### config.mk
export PLATFORM = sky130hd
export DESIGN_NAME = irrigation_scheduler_flat
export DESIGN_NICKNAME = d
export VERILOG_FILES = /design/src/rtl/irrigation_scheduler_if.sv /design/src/rtl/irrigation_scheduler.sv /design/src/flat_wrapper.sv
export SDC_FILE = /design/constraint.sdc
export NUM_CORES = 1
export LEC_CHECK = 0
export CORE_MARGIN = 5
export CORE_UTILIZATION = 30
export CTS_CLUSTER_SIZE = 28
export DETAILED_ROUTE_END_ITERATION = 10
export SETUP_SLACK_MARGIN = 0.2
export SLEW_MARGIN = 20
export SYNTH_ARGS = -nofsm -noshare
export SYNTH_HDL_FRONTEND = slang
export SYNTH_SLANG_ARGS = --single-unit
### constraint.sdc
create_clock -name clk -period 5.6 [get_ports clk]
set_input_delay 0.84 -clock clk [delete_from_list [all_inputs] [get_ports clk]]
set_output_delay 0.84 -clock clk [all_outputs]
set_load 0.02 [all_outputs]
### src/rtl/irrigation_scheduler_if.sv
// Bus between the zone request/level inputs and the valve drivers of irrigation_scheduler.
interface irrigation_scheduler_if;
  logic [1:0] G1;
  logic [1:0] G2;
  logic       lvl_ok;
  logic       err_clr;
  logic [1:0] R1;
  logic [1:0] R2;
  logic [1:0] E;
  logic [1:0] zone;
  logic       busy;

  modport master (output G1, G2, lvl_ok, err_clr, input R1, R2, E, zone, busy);
  modport slave  (input G1, G2, lvl_ok, err_clr, output R1, R2, E, zone, busy);
endinterface

### src/rtl/irrigation_scheduler.sv
// Round-robin time-slicing of one water supply across four valves, with a dead gap
// between slots and a full shut-off while the tank level is low.
module irrigation_scheduler #(
  parameter int unsigned DWELL = 16,
  parameter int unsigned GAP   = 2
) (
  input logic                  clk,
  input logic                  reset,
  irrigation_scheduler_if.slave bus
);

  localparam int unsigned CNT_W = 16;
  localparam int unsigned ZW    = 2;
  localparam int unsigned NZ    = 4;
  localparam logic [CNT_W-1:0] DWELL_LD = CNT_W'(DWELL - 1);
  localparam logic [CNT_W-1:0] GAP_LD   = CNT_W'(GAP - 1);

  typedef enum logic [1:0] {S_IDLE, S_RUN, S_GAP, S_LOW} state_t;

  state_t           state, state_n;
  logic [CNT_W-1:0] cnt, cnt_n;
  logic [ZW-1:0]    last, last_n;
  logic [ZW-1:0]    zone_q, zone_n;
  logic [NZ-1:0]    valves, valves_n;
  logic             busy_q, busy_n;
  logic             e0, e0_n, e1, e1_n;
  logic [NZ-1:0]    req;
  logic [ZW-1:0]    grant;
  logic             grant_ok;

  assign req      = {bus.G2, bus.G1};
  assign bus.R1   = valves[1:0];
  assign bus.R2   = valves[3:2];
  assign bus.E    = {e1, e0};
  assign bus.zone = zone_q;
  assign bus.busy = busy_q;

  // First requesting zone after the last one granted.
  always_comb begin
    logic [ZW-1:0] z;
    grant    = '0;
    grant_ok = 1'b0;
    for (int i = 1; i <= int'(NZ); i++) begin
      z = ZW'(last + ZW'(i));
      if (!grant_ok && req[z]) begin
        grant    = z;
        grant_ok = 1'b1;
      end
    end
  end

  always_comb begin
    state_n  = state;
    cnt_n    = cnt;
    last_n   = last;
    zone_n   = zone_q;
    valves_n = valves;
    busy_n   = busy_q;
    e0_n     = e0;
    e1_n     = e1 & ~bus.err_clr;

    // Low level overrides every state; an abort flag set beats a same-cycle clear.
    if (!bus.lvl_ok) begin
      state_n  = S_LOW;
      valves_n = '0;
      busy_n   = 1'b0;
      e0_n     = 1'b1;
      if (state == S_RUN) e1_n = 1'b1;
    end else begin
      unique case (state)
        S_IDLE: begin
          if (grant_ok) begin
            state_n  = S_RUN;
            valves_n = NZ'(1) << grant;
            busy_n   = 1'b1;
            cnt_n    = DWELL_LD;
            zone_n   = grant;
            last_n   = grant;
          end
        end
        S_RUN: begin
          if (!req[zone_q] || cnt == '0) begin
            state_n  = S_GAP;
            valves_n = '0;
            busy_n   = 1'b0;
            cnt_n    = GAP_LD;
          end else begin
            cnt_n = cnt - CNT_W'(1);
          end
        end
        S_GAP: begin
          if (cnt == '0) state_n = S_IDLE;
          else           cnt_n   = cnt - CNT_W'(1);
        end
        S_LOW: begin
          state_n = S_GAP;
          e0_n    = 1'b0;
          cnt_n   = GAP_LD;
        end
        default: state_n = S_IDLE;
      endcase
    end
  end

  always_ff @(posedge clk) begin
    if (reset) begin
      state  <= S_IDLE;
      cnt    <= '0;
      last   <= ZW'(3);
      zone_q <= '0;
      valves <= '0;
      busy_q <= 1'b0;
      e0     <= 1'b0;
      e1     <= 1'b0;
    end else begin
      state  <= state_n;
      cnt    <= cnt_n;
      last   <= last_n;
      zone_q <= zone_n;
      valves <= valves_n;
      busy_q <= busy_n;
      e0     <= e0_n;
      e1     <= e1_n;
    end
  end

endmodule
### src/flat_wrapper.sv
// flat-port wrapper written by rule: the top's interface ports become plain ports
module irrigation_scheduler_flat 
#(
  parameter int unsigned DWELL = 16,
  parameter int unsigned GAP   = 2
)
  (clk, reset, bus_G1, bus_G2, bus_lvl_ok, bus_err_clr, bus_R1, bus_R2, bus_E, bus_zone, bus_busy);
  irrigation_scheduler_if bus_i ();
  input logic clk;
  input logic reset;
  input wire logic [$bits(bus_i.G1)-1:0] bus_G1;
  input wire logic [$bits(bus_i.G2)-1:0] bus_G2;
  input wire logic [$bits(bus_i.lvl_ok)-1:0] bus_lvl_ok;
  input wire logic [$bits(bus_i.err_clr)-1:0] bus_err_clr;
  output wire logic [$bits(bus_i.R1)-1:0] bus_R1;
  output wire logic [$bits(bus_i.R2)-1:0] bus_R2;
  output wire logic [$bits(bus_i.E)-1:0] bus_E;
  output wire logic [$bits(bus_i.zone)-1:0] bus_zone;
  output wire logic [$bits(bus_i.busy)-1:0] bus_busy;
  assign bus_i.G1 = bus_G1;
  assign bus_i.G2 = bus_G2;
  assign bus_i.lvl_ok = bus_lvl_ok;
  assign bus_i.err_clr = bus_err_clr;
  assign bus_R1 = bus_i.R1;
  assign bus_R2 = bus_i.R2;
  assign bus_E = bus_i.E;
  assign bus_zone = bus_i.zone;
  assign bus_busy = bus_i.busy;
  irrigation_scheduler #(.DWELL(DWELL), .GAP(GAP)) u_core (.clk(clk), .reset(reset), .bus(bus_i));
endmodule
# After elaboration in Yosys (flattened, before gate mapping)
# Cells that the tools add are included.
dict set report classes {
  mux 37
  n_shift 1
  magnitude_cmp 5
  n_eq_ne 10
  reduce_logical 16
  bitwise 3
  add_sub_neg 4
}
# operator n
set op_table {}
lappend op_table {{case mux 16 bit (4 select lines)} 1}
lappend op_table {{two-way mux 16 bit} 3}
lappend op_table {{zero test 16 bit} 1}
lappend op_table {{two-way mux 2 bit} 8}
lappend op_table {{subtractor 16 x 1 -> 16 bit, second input constant} 1}
lappend op_table {{< comparator 2 x 3 -> 1 bit, second input constant} 5}
lappend op_table {{two-way mux 1 bit} 15}
lappend op_table {{AND reduction 3 bit} 4}
lappend op_table {{binary-select mux 1 bit (select 2 bit)} 5}
lappend op_table {{two-way mux 4 bit} 2}
lappend op_table {{case mux 2 bit (4 select lines)} 1}
lappend op_table {{case mux 4 bit (2 select lines)} 1}
lappend op_table {{inequality test 3 x 2 -> 1 bit, second input constant} 2}
lappend op_table {{adder 2 bit, second input constant} 2}
lappend op_table {{== test 2 bit, second input constant} 2}
lappend op_table {{zero test 1 bit} 4}
lappend op_table {{inequality test 2 x 1 -> 1 bit, second input constant} 2}
lappend op_table {{inequality test 2 bit, second input constant} 2}
lappend op_table {{left shift 1 x 2 -> 4 bit, first input constant} 1}
lappend op_table {{logical AND 1 bit} 3}
lappend op_table {{inequality test 3 bit, second input constant} 1}
lappend op_table {{adder 2 x 1 -> 2 bit, second input constant} 1}
lappend op_table {{== test 2 x 1 -> 1 bit, second input constant} 1}
lappend op_table {{zero test 2 bit} 1}
lappend op_table {{other kinds (6)} 7}
dict set report word_totals {
  output_inout_bits 9
  input_bits 8
  regBits 29
  wordCells 84
}

# Depth between registers and ports, before layout
# Gate-level depths: netlist of the first run.
dict set report depth {
  word_depth 16
  ltp_mapped 8
  ltp_nobuf 7
}

# Least setup slack after synthesis of the first run
# OpenSTA, ideal clock, no wires.
dict set report synth_path {
  path_kind {in2reg}
  startpoint {in bus_G1[0]}
  endpoint {reg u_core.cnt[2]}
  arrival_time_ns 2.119
  path_slack_ns 3.362
  setup_ns 0.119
  required_ns 5.481
  stages 6
  n_path_buf 1
  cell_sequence {or4_4 o21a_2 o21ai_1 buf_4 a211oi_1 o2bb2ai_1}
}
dict set report synth_between {
  elab_chain_len 14
  word_cells_on_any_way 26
  cone_classes {1 x eq/ne; 16 x mux; 9 x reduce/logical}
}
# item line_no
set synth_lines {}
lappend synth_lines {{start, declared} flat_wrapper.sv:11} ;# input wire logic [$bits(bus_i.G1)-1:0] bus_G1;
lappend synth_lines {{binary-select mux 1 bit (select 2 bit)} irrigation_scheduler.sv:45} ;# if (!grant_ok && req[z]) begin
lappend synth_lines {{two-way mux 1 bit (not written as such)} irrigation_scheduler.sv:45}
lappend synth_lines {{two-way mux 1 bit} irrigation_scheduler.sv:45}
lappend synth_lines {{zero test 1 bit} irrigation_scheduler.sv:45}
lappend synth_lines {{logical AND 1 bit} irrigation_scheduler.sv:45}
lappend synth_lines {{two-way mux 1 bit} irrigation_scheduler.sv:45}
lappend synth_lines {{zero test 1 bit} irrigation_scheduler.sv:45}
lappend synth_lines {{logical AND 1 bit} irrigation_scheduler.sv:45}
lappend synth_lines {{two-way mux 1 bit} irrigation_scheduler.sv:45}
lappend synth_lines {{zero test 1 bit} irrigation_scheduler.sv:45}
lappend synth_lines {{logical AND 1 bit} irrigation_scheduler.sv:45}
lappend synth_lines {{two-way mux 1 bit} irrigation_scheduler.sv:45}
lappend synth_lines {{inequality test 2 x 1 -> 1 bit (no source line)} n/a}
lappend synth_lines {{AND reduction 3 bit (no source line)} n/a}
lappend synth_lines {{end signal, assigned} irrigation_scheduler.sv:117} ;# cnt <= cnt_n;
lappend synth_lines {{end, declared} irrigation_scheduler.sv:21} ;# logic [CNT_W-1:0] cnt, cnt_n;
# Parallel ways exist; a longest one is shown, timed or not. The select of a mux whose other input is x is not followed.
# A chain may end at the register's enable or synchronous reset.

# Final worst setup path of the first run
dict set report layout_path {
  startpoint {in bus_G1[1]}
  endpoint {reg u_core.cnt[2]}
}
# Same word-level chain as after synthesis.

==> results.yml, run 1 <==
sta:
  setup_viol_count_final: 0
  hold_slack_ns: 0.4558
  max_clock_freq_mhz: 356.2
  worst-slew-pin-transition_ns: 0.8880
  rsz0062_at_grt: "false"
  finalMaxSlewViolations: 0
  finalWorstSetupSlack_ns: 2.792
  tns_ns: 0
  fin_worst_skew_ns: 0.01124
  hold_viol_final: 0
  period_share: 0.5014
  slew-limit-headroom: 0.4040
  final_period_minus_worst_setup_slack_ns: 2.808
hold_path:
  worstHoldEndpoint: "u_core.e0"
  hold_path.class: "reg -> reg"
  instance_count_along_the_most_critical_hold_path: 2
  timing.hold.worst.start: "u_core.e0"
synthesis:
  syn_inst: 179
  syn-mean-instance-area_um2: 8.682
  synth-compound-area-share: 0.2359
  syn-num-nets: 188
  synth_top_cell_by_area: "dfxtp_1"
  synth.area.top_cells: "dfxtp_1 (37%), a21oi_1 (5.2%), nor2_1 (3.6%)"
  yosys.area_share.adder: 0.008052
  yosys_register_bits: 29
  synthSimpleGateAreaFrac: 0.2810
  synth_top_family_by_area: "simple AND/OR/NAND/NOR gates"
  yosys.area_share.xor_xnor: 0.02818
  yosys.cell_count.top_type: "dfxtp_1"
  synth_enable_flop_cells: 0
  synthDominantCellAreaShare: 0.3736
  postSynth.asyncResetShare: 0
  syn_area_um2: 1554
  yosys-mux-area-fraction: 0.01932
  yosysWarningCount: 0
  sequential_share_of_the_synthesized_area: 0.3736
  dominant_register_cell_in_the_synthesized_netlist: "dfxtp_1"
  synth.distinct_cells: 55
  ys_top_cells_by_count: "dfxtp_1 (29), a21oi_1 (16), nor2_1 (15)"
place:
  placement.io_buffers: 16
  place.detailed.instances: 253
  detailedPlacementHpwl_mm: 2.384
  pre_cts_slack_ns: 2.529
  gpl.final_weighted_congestion: 0.7898
global_route:
  global_route.usage.met3: 0.02741
  antenna_found_initial: 0
  grt_max_degree: 15
  grt_util_met2: 0.1551
  grt_util_all_layers: 0.1127
  met1_usage: 0.1614
  grt_first_pass_wirelength_mm: 5.775
  grt_remaining_overflow: 0
  busiest_layer: "met1"
  first_global_vias: 1212
critical_path:
  worst-setup-path-type: "in -> reg"
  worstReg2RegStart: "u_core.cnt[0]"
  cp.arrival_ns: 2.97
  ff2ff_setup_slack_ns: 3.01
  critPathCaptureType: "register"
  maximum_fanout_encountered_on_the_critical_timing_path: 13
  capturing_point_of_the_worst_reg2reg_path: "u_core.cnt[2]"
  critical_path_required_ns: 5.76
  ff2ff_path_depth: 7
  critical_path.startpoint_type: "input pin"
floorplan:
  dieWidth_um: 81.97
  pin_count: 17
  chipHeight_um: 81.97
  row_count: 26
  fp.dieArea_um2: 6719
  core_area_um2: 5075
  start_util: 0.3062
clock_tree:
  cts.reportedPaths.clkPinSlew_ns: 0.06
  htreeDepth: 2
  cts_made_buffers: 5
  cts_hold_fix_bufs: 0
  tritoncts: "done"
  cts_num_sinks: 29
  cts_resizes: 0
  cts_setup_buffers: 0
  skew_pair_late_insertion_delay_ns: 0.28
  clk_root_buffer_cell: "clkbuf_8"
  cts_max_path_buffers: 2
power:
  cell_leakage_power_nw: 0.6316
  power.ir.vdd_worst_uv: 176.4
  p_per_area_nw_per_um2: 334.2
detailed_routing:
  drtIter0Drc: 79
  drc: 0
  routed-via-count: 1319
  post_drt_via_cell_ratio: 5.073
  dr.pass1.iters: 4
  routedWlPerCell_um: 13.31
  final_antenna_net_count: 0
  totalWireLength_mm: 3.461
cells_and_area:
  nFillCells: 542
  finish.net_count: 199
  postLayoutCoreUtil: 0.3585
  stdcell_count: 260
  final_layout_size_suffix_gt1_frac: 0.1263
  number_of_antenna_repair_diodes: 0
  seq_area_um2: 580.6
  areaGrowthSynthToFinish_pct: 17.07
  area_occupied_by_multi_input_gates_um2: 889.6
status:
  status: "finished clean"
run:
  number_of_maximum_capacitance_constraint_violations: 0
-- flip-flops by register name, summed over array words and instances (netlist names) --
register and flops:
u_core.bus.busy 1, u_core.bus.zone 2, u_core.cnt 16, u_core.e0 1
u_core.e1 1, u_core.last 2, u_core.state 2, u_core.valves 4
-- cell usage in the layout, fill, tap and decap left out, types with 2 or more instances in the layout --
cell type / Yosys / layout
a21o_1: 2 / 2
a22oi_1: 2 / 2
a31oi_1: 3 / 3
or2_2: 2 / 2
or4_4: 2 / 2
clkbuf_8: 0 / 6
nand3_1: 2 / 2
inv_1: 4 / 4
o31ai_1: 4 / 4
o2bb2ai_1: 2 / 2
nor2b_1: 3 / 3
nor3_1: 5 / 5
xor2_1: 4 / 4
a21oi_1: 16 / 16
o2111ai_1: 2 / 2
a31o_2: 2 / 2
nand4b_1: 3 / 3
nor2_1: 15 / 15
nand3b_1: 2 / 2
mux2i_1: 3 / 3
o21ai_0: 4 / 4
a211o_1: 2 / 2
dfxtp_1: 29 / 29
o41ai_1: 3 / 3
nand2_1: 13 / 13
or3b_2: 2 / 2
or4_2: 2 / 2
o211ai_1: 3 / 3
clkdlybuf4s50_1: 0 / 16
nand2b_1: 7 / 7
-- worst max-delay path: stages --
cell             delay, ns
clkdlybuf4s50_1       0.48
or4_4                 0.58
o21a_2                0.26
o21ai_1               0.49
a211oi_1              0.14
o2bb2ai_1             0.17
-- per-layer routing --
layer  vias to the layer above  routed length [um]  share of wire
met1                       613                1869           0.54
met5                         -                   0              0
met4                         0                  40          0.012
met2                        18                1463           0.42
met3                         2                  86          0.025
li1                        686                   -              -
-- where the power goes --
group	internal, mW	switching, mW
Combinational	0.0798	0.104
Sequential	0.227	0.0252
Clock	0.0973	0.0743
Total	0.404	0.204
-- cell families after synthesis --
group                    Yosys count
buffers and inverters             16
AO/OA/AOI/OAI                     54
adder cells (fa/ha/maj)            1
XOR/XNOR                           5
AND/OR/NAND/NOR                   71
multiplexers                       3
flip-flops                        29
-- through the flow --
stage          power [mW]  cell area, um^2
2_1_floorplan      0.3998             1554
3_3_place_gp       0.4375             1733
3_5_place_dp       0.4386             1733
4_1_cts            0.6116             1819
5_1_grt            0.6495             1819
6_report           0.6080             1819
-- cell type report --
| type | instances | area share |
|---|---|---|
| clock buffer | 7 | 0.04746 |
| inverter | 4 | 0.008253 |
| multi-input combinational | 134 | 0.4890 |
| sequential | 29 | 0.3191 |
| tap | 70 | 0.04814 |
| timing repair buffer | 16 | 0.08803 |
-- worst max path at each step --
stage / from / endpoint / slack (ns) / cells past startpoint
floorplan: bus_G1[0] / u_core.cnt[2] / 3.36 / 6
global placement: bus_G1[1] / u_core.cnt[13] / 2.58 / 6
detailed placement: bus_G1[1] / u_core.cnt[3] / 2.53 / 6
CTS: bus_G1[1] / u_core.cnt[3] / 2.81 / 6
global route: bus_G1[1] / u_core.cnt[2] / 2.62 / 6
finish: bus_G1[1] / u_core.cnt[2] / 2.79 / 6
No activity file was read; power rests on OpenSTA's default activity.
==> run 2: changes to the inputs <==
Clock period 5.6 ns to 2.65 ns, I/O delays scaled along.
==> run 2 against run 1 <==
Against the previous run:
- wire length fell by 2.3%
- hold slack gained 0.0043 ns
- register-to-register slack got worse by 2.6 ns
- flip-flop and latch count is the same
- sequential share of layout area fell by 0.41 points
- largest power group unchanged
- non-clock buffer count increased by 2
- total power is 110% higher
- via count increased by 0.38%
- combinational power increased by 110%
==> results.yml, run 2 (same netlist as run 1, synthesis figures left out) <==
global_route:
  first_global_vias: 1256
  grt_util_all_layers: 0.1138
  grt_remaining_overflow: 0
  antenna_found_initial: 0
  grt_max_degree: 15
  grt_first_pass_wirelength_mm: 5.837
cells_and_area:
  nFillCells: 544
  finish.net_count: 201
  final_layout_size_suffix_gt1_frac: 0.1354
  areaGrowthSynthToFinish_pct: 18.60
  number_of_antenna_repair_diodes: 0
  largest_reg_flops: 16
  largest_register: "u_core.cnt"
  mostFrequentLayoutCell: "dfxtp_1"
  final_cell_mix: "dfxtp_1 (29), a21oi_1 (16), clkdlybuf4s50_1 (16), nor2_1 (15), nand2_1 (13)"
  largest_registers: "u_core.cnt x16, u_core.valves x4"
  postLayoutCoreUtil: 0.3632
floorplan:
  pin_count: 17
  fp.dieArea_um2: 6719
  start_util: 0.3062
  dieWidth_um: 81.97
  core_area_um2: 5075
  row_count: 26
  chipHeight_um: 81.97
clock_tree:
  cts_resizes: 0
  clk_root_buffer_cell: "clkbuf_8"
  cts.reportedPaths.clkPinSlew_ns: 0.06
  cts_setup_buffers: 0
  cts_max_path_buffers: 2
  cts_hold_fix_bufs: 0
  cts_num_sinks: 29
  htreeDepth: 2
  cts_made_buffers: 5
  skew_pair_late_insertion_delay_ns: 0.28
  tritoncts: "done"
hold_path:
  instance_count_along_the_most_critical_hold_path: 2
  hold_path.class: "reg -> reg"
sta:
  hold_viol_final: 0
  final_period_minus_worst_setup_slack_ns: 2.208
  finalMaxSlewViolations: 0
  period_share: 0.8331
  worst-slew-pin-transition_ns: 0.5620
  slew-limit-headroom: 0.6245
  rsz0062_at_grt: "false"
  hold_slack_ns: 0.4601
  tns_ns: 0
  finalWorstSetupSlack_ns: 0.4423
  fin_worst_skew_ns: 0.004425
  max_clock_freq_mhz: 453.0
  setup_viol_count_final: 0
power:
  cell_leakage_power_nw: 0.6439
  switching_share: 0.3344
  internal_power_mw: 0.8582
  clock_power_share: 0.282
  power.ir.vdd_worst_uv: 325.6
  p_per_area_nw_per_um2: 699.6
  switchingPower_mw: 0.4311
  power.combinational.fraction: 0.304
  power_frac_seq: 0.413
  report.power.total_mw: 1.289
detailed_routing:
  routed-via-count: 1324
  drtIter0Drc: 59
  final_antenna_net_count: 0
  drc: 0
  totalWireLength_mm: 3.381
  dr.pass1.iters: 4
  routedWlPerCell_um: 12.90
  post_drt_via_cell_ratio: 5.053
critical_path:
  ff2ff_path_depth: 8
  crit_path_top_delay_cell: "or4_2"
  crit_path_cell_trace: "inv_1, ha_1, nor4b_1, nand4_1, o21ai_1, buf_4, or4_2, a21oi_1"
  cp_slowest_stage_delay_ns: 0.61
  critPathCaptureType: "register"
  cp.arrival_ns: 2.42
  maximum_fanout_encountered_on_the_critical_timing_path: 13
  worst-setup-path-type: "reg -> reg"
  ff2ff_setup_slack_ns: 0.44
  critical_path_required_ns: 2.86
  critical_path.startpoint_type: "register"
place:
  detailedPlacementHpwl_mm: 2.350
  gpl.final_weighted_congestion: 0.7851
  pre_cts_slack_ns: 0.2312
  placement.io_buffers: 16
status:
  status: "finished clean"
run:
  number_of_maximum_capacitance_constraint_violations: 0
==> run 2: changes by cell type in the layout (fill, tap and decap cells not counted) <==
cell,before,now
a31o_2,2,1
a31o_4,0,1
buf_4,0,2
==> run 2: final cells by class <==
cell class                      count  area [um^2]  share of cell area
Clock buffer                        7        86.33             0.04684
Sequential cell                    29        580.6              0.3150
Inverter                            4        15.01            0.008147
Timing Repair Buffer               18        175.2             0.09504
Multi-Input combinational cell    134        898.4              0.4874
Tap cell                           70        87.58             0.04752
==> run 2: power groups by stage <==
stage / clock [mW] / combinational (mW) / sequential, mW
floorplan: 0 / 0.315 / 0.530
global placement: 0 / 0.388 / 0.541
detailed placement: 0 / 0.385 / 0.541
CTS: 0.379 / 0.388 / 0.532
global route: 0.395 / 0.438 / 0.541
finish: 0.364 / 0.392 / 0.533
==> run 2: per-layer routing <==
metal / vias up / track usage / routed length [um]
li1: 687 / - / -
met5: - / 0 / 0
met1: 616 / 0.1560 / 1808
met4: 0 / 0.06977 / 91
met3: 8 / 0.03070 / 73
met2: 13 / 0.1559 / 1407
==> run 2: stage by stage <==
stage                     cell area, um^2  instances
final                                1843        262
after global routing                 1843        262
after CTS                            1834        262
after detailed placement             1748        255
after global placement               1748        255
after floorplan                      1554        179
==> run 2: final timing paths <==
path                         start                to
setup / recovery     u_core.cnt[0]     u_core.cnt[5]
hold / removal    u_core.valves[0]  u_core.valves[0]
setup reg to reg     u_core.cnt[0]     u_core.cnt[5]
hold reg to reg   u_core.valves[0]  u_core.valves[0]
==> run 2: critical path: cells and delay by family (launching register included) <==
| kind | cells | cell delay [ns] |
|---|---|---|
| compound gates | 2 | 0.26 |
| fa+ha+maj | 1 | 0.22 |
| buf+inv | 2 | 0.26 |
| flops | 1 | 0.37 |
| simple gates | 3 | 1.02 |
==> run 3: changes to the inputs <==
Clock period 2.65 ns to 2.2 ns, I/O delays scaled along.
==> run 3 against run 2 <==
Against the previous run:
- utilization rose by 4.6 points
- sequential power grew 20%
- flip-flop and latch count did not move
- clock power is 12% higher
- largest cell class unchanged
- clock-buffer cell count increased by 1
- setup slack worse by 0.20 ns
- critical path depth fell by 4
==> results.yml, run 3 (same netlist as run 1, synthesis figures left out) <==
status:
  status: "finished clean"
power:
  clock_power_share: 0.248
  switchingPower_mw: 0.5455
  power_frac_seq: 0.388
  power.ir.vdd_worst_uv: 520.5
  p_per_area_nw_per_um2: 793.3
  power.combinational.fraction: 0.364
  cell_leakage_power_nw: 0.7715
  switching_share: 0.3313
  internal_power_mw: 1.101
cells_and_area:
  area_occupied_by_multi_input_gates_um2: 959.7
  finish.net_count: 225
  final_cell_mix: "dfxtp_1 (27), buf_4 (25), nor2_1 (15), a21oi_1 (15), clkdlybuf4s50_1 (15)"
  largest_registers: "u_core.cnt x16, u_core.valves x4"
  number_of_antenna_repair_diodes: 0
  seq_area_um2: 583.1
  largest_register: "u_core.cnt"
  nFillCells: 515
  final_layout_size_suffix_gt1_frac: 0.2627
  areaGrowthSynthToFinish_pct: 33.57
  largest_reg_flops: 16
  mostFrequentLayoutCell: "dfxtp_1"
clock_tree:
  cts_hold_fix_bufs: 0
  cts_max_path_buffers: 2
  cts_made_buffers: 5
  skew_pair_late_insertion_delay_ns: 0.28
  htreeDepth: 2
  clk_root_buffer_cell: "clkbuf_8"
  cts.reportedPaths.clkPinSlew_ns: 0.06
  cts_num_sinks: 29
  tritoncts: "done"
critical_path:
  cp_slowest_stage_delay_ns: 0.71
  crit_path_top_delay_cell: "or4_1"
  critPathCaptureType: "register"
  crit_path_cell_trace: "buf_4, or4_1, or4_2, a21oi_1"
  worst-setup-path-type: "reg -> reg"
  timing.critical_path.max_delay_family: "simple AND/OR/NAND/NOR gates"
  crit_buf_inv: 1
  maximum_fanout_encountered_on_the_critical_timing_path: 9
  ff2ff_setup_slack_ns: 0.24
  critical_path_required_ns: 2.41
  cp.arrival_ns: 2.17
  critical_path.startpoint_type: "register"
global_route:
  grt_max_degree: 15
  first_global_vias: 1386
  grt_first_pass_wirelength_mm: 6.189
  grt_remaining_overflow: 0
  antenna_found_initial: 0
  grt_util_all_layers: 0.1171
detailed_routing:
  post_drt_via_cell_ratio: 5.094
  final_antenna_net_count: 0
  max_used_layer: "met4"
  drc: 0
  totalWireLength_mm: 3.712
  metal3_wl_um: 113
  drtIter0Drc: 118
  routedWlPerCell_um: 12.93
  wl_met1_mm: 1.883
  dr.pass1.iters: 4
  route.met2.wl_mm: 1.639
  routed-via-count: 1462
floorplan:
  pin_count: 17
  start_util: 0.3062
  fp.dieArea_um2: 6719
  row_count: 26
  chipHeight_um: 81.97
  core_area_um2: 5075
  dieWidth_um: 81.97
sta:
  tns_ns: 0
  finalWorstSetupSlack_ns: 0.2409
  fin_worst_skew_ns: 0.007176
  final_period_minus_worst_setup_slack_ns: 1.959
  setup_viol_count_final: 0
  slew-limit-headroom: 0.7129
  rsz0062_at_grt: "true"
  finalMaxSlewViolations: 0
  hold_viol_final: 0
  period_share: 0.8905
  max_clock_freq_mhz: 510.4
  worst-slew-pin-transition_ns: 0.4270
place:
  gpl.final_weighted_congestion: 0.7410
  pre_cts_slack_ns: -0.004245
  placement.io_buffers: 16
  detailedPlacementHpwl_mm: 2.550
run:
  number_of_maximum_capacitance_constraint_violations: 0
hold_path:
  hold_path.class: "reg -> reg"
-- run 3: cell types whose count changed in the layout (fill, tap and decap cells not counted), moves of 2 or more --
cell | previous run | this run
clkbuf_1 | 1 | 3
buf_4 | 2 | 25
dfxtp_1 | 29 | 27
dfxtp_2 | 0 | 2
-- run 3: power by group through the flow --
| stage | Sequential, mW | Clock, mW | Combinational [mW] |
|---|---|---|---|
| finish | 0.639 | 0.408 | 0.599 |
| detailed placement | 0.646 | 0 | 0.519 |
| CTS | 0.636 | 0.417 | 0.536 |
| floorplan | 0.639 | 0 | 0.379 |
| global placement | 0.644 | 0 | 0.516 |
| global route | 0.649 | 0.437 | 0.665 |
-- run 3: repair_timing --
action	in CTS	in global routing
pin swaps	1	7
endpoints found under the setup margin	15	22
gates cloned	0	1
gates resized for setup	4	9
setup buffers	3	5
-- run 3: worst reg2reg max path: stages, from the launching register on --
cell and delay, ns:
dfxtp_2 0.32, buf_4 0.13, or4_1 0.71, or4_2 0.60
a21oi_1 0.15
-- run 3: metal layers --
| layer | global-route usage | vias to the layer above |
|---|---|---|
| met5 | 0 | - |
| met4 | 0.05150 | 0 |
| met3 | 0.02961 | 8 |
| met2 | 0.1817 | 28 |
| met1 | 0.1523 | 681 |
| li1 | - | 745 |
-- run 3: worst paths after layout --
| path | start | endpoint | depth (start not counted) |
|---|---|---|---|
| max reg2reg | u_core.cnt[0] | u_core.cnt[5] | 4 |
| min reg2reg | u_core.cnt[0] | u_core.cnt[0] | 1 |
| max | u_core.cnt[0] | u_core.cnt[5] | 4 |
| min | u_core.cnt[0] | u_core.cnt[0] | 1 |
-- run 3: final cells by class --
class | count | area share
Clock buffer | 8 | 0.03858
Multi-Input combinational cell | 135 | 0.4623
Timing Repair Buffer | 41 | 0.1688
Tap cell | 70 | 0.04219
Sequential cell | 29 | 0.2809
Inverter | 4 | 0.007233
-- run 3: metrics by stage --
stage,utilization,total power [mW],cells,area [um^2],hold WS [ns]
after floorplan,-,1.018,179,1554,0.4367
after global placement,0.3666,1.161,270,1861,0.4497
after detailed placement,0.3666,1.165,270,1861,0.4523
after CTS,0.3895,1.589,281,1977,0.4601
after global routing,0.4090,1.751,287,2076,0.4781
final,0.4090,1.647,287,2076,0.4450
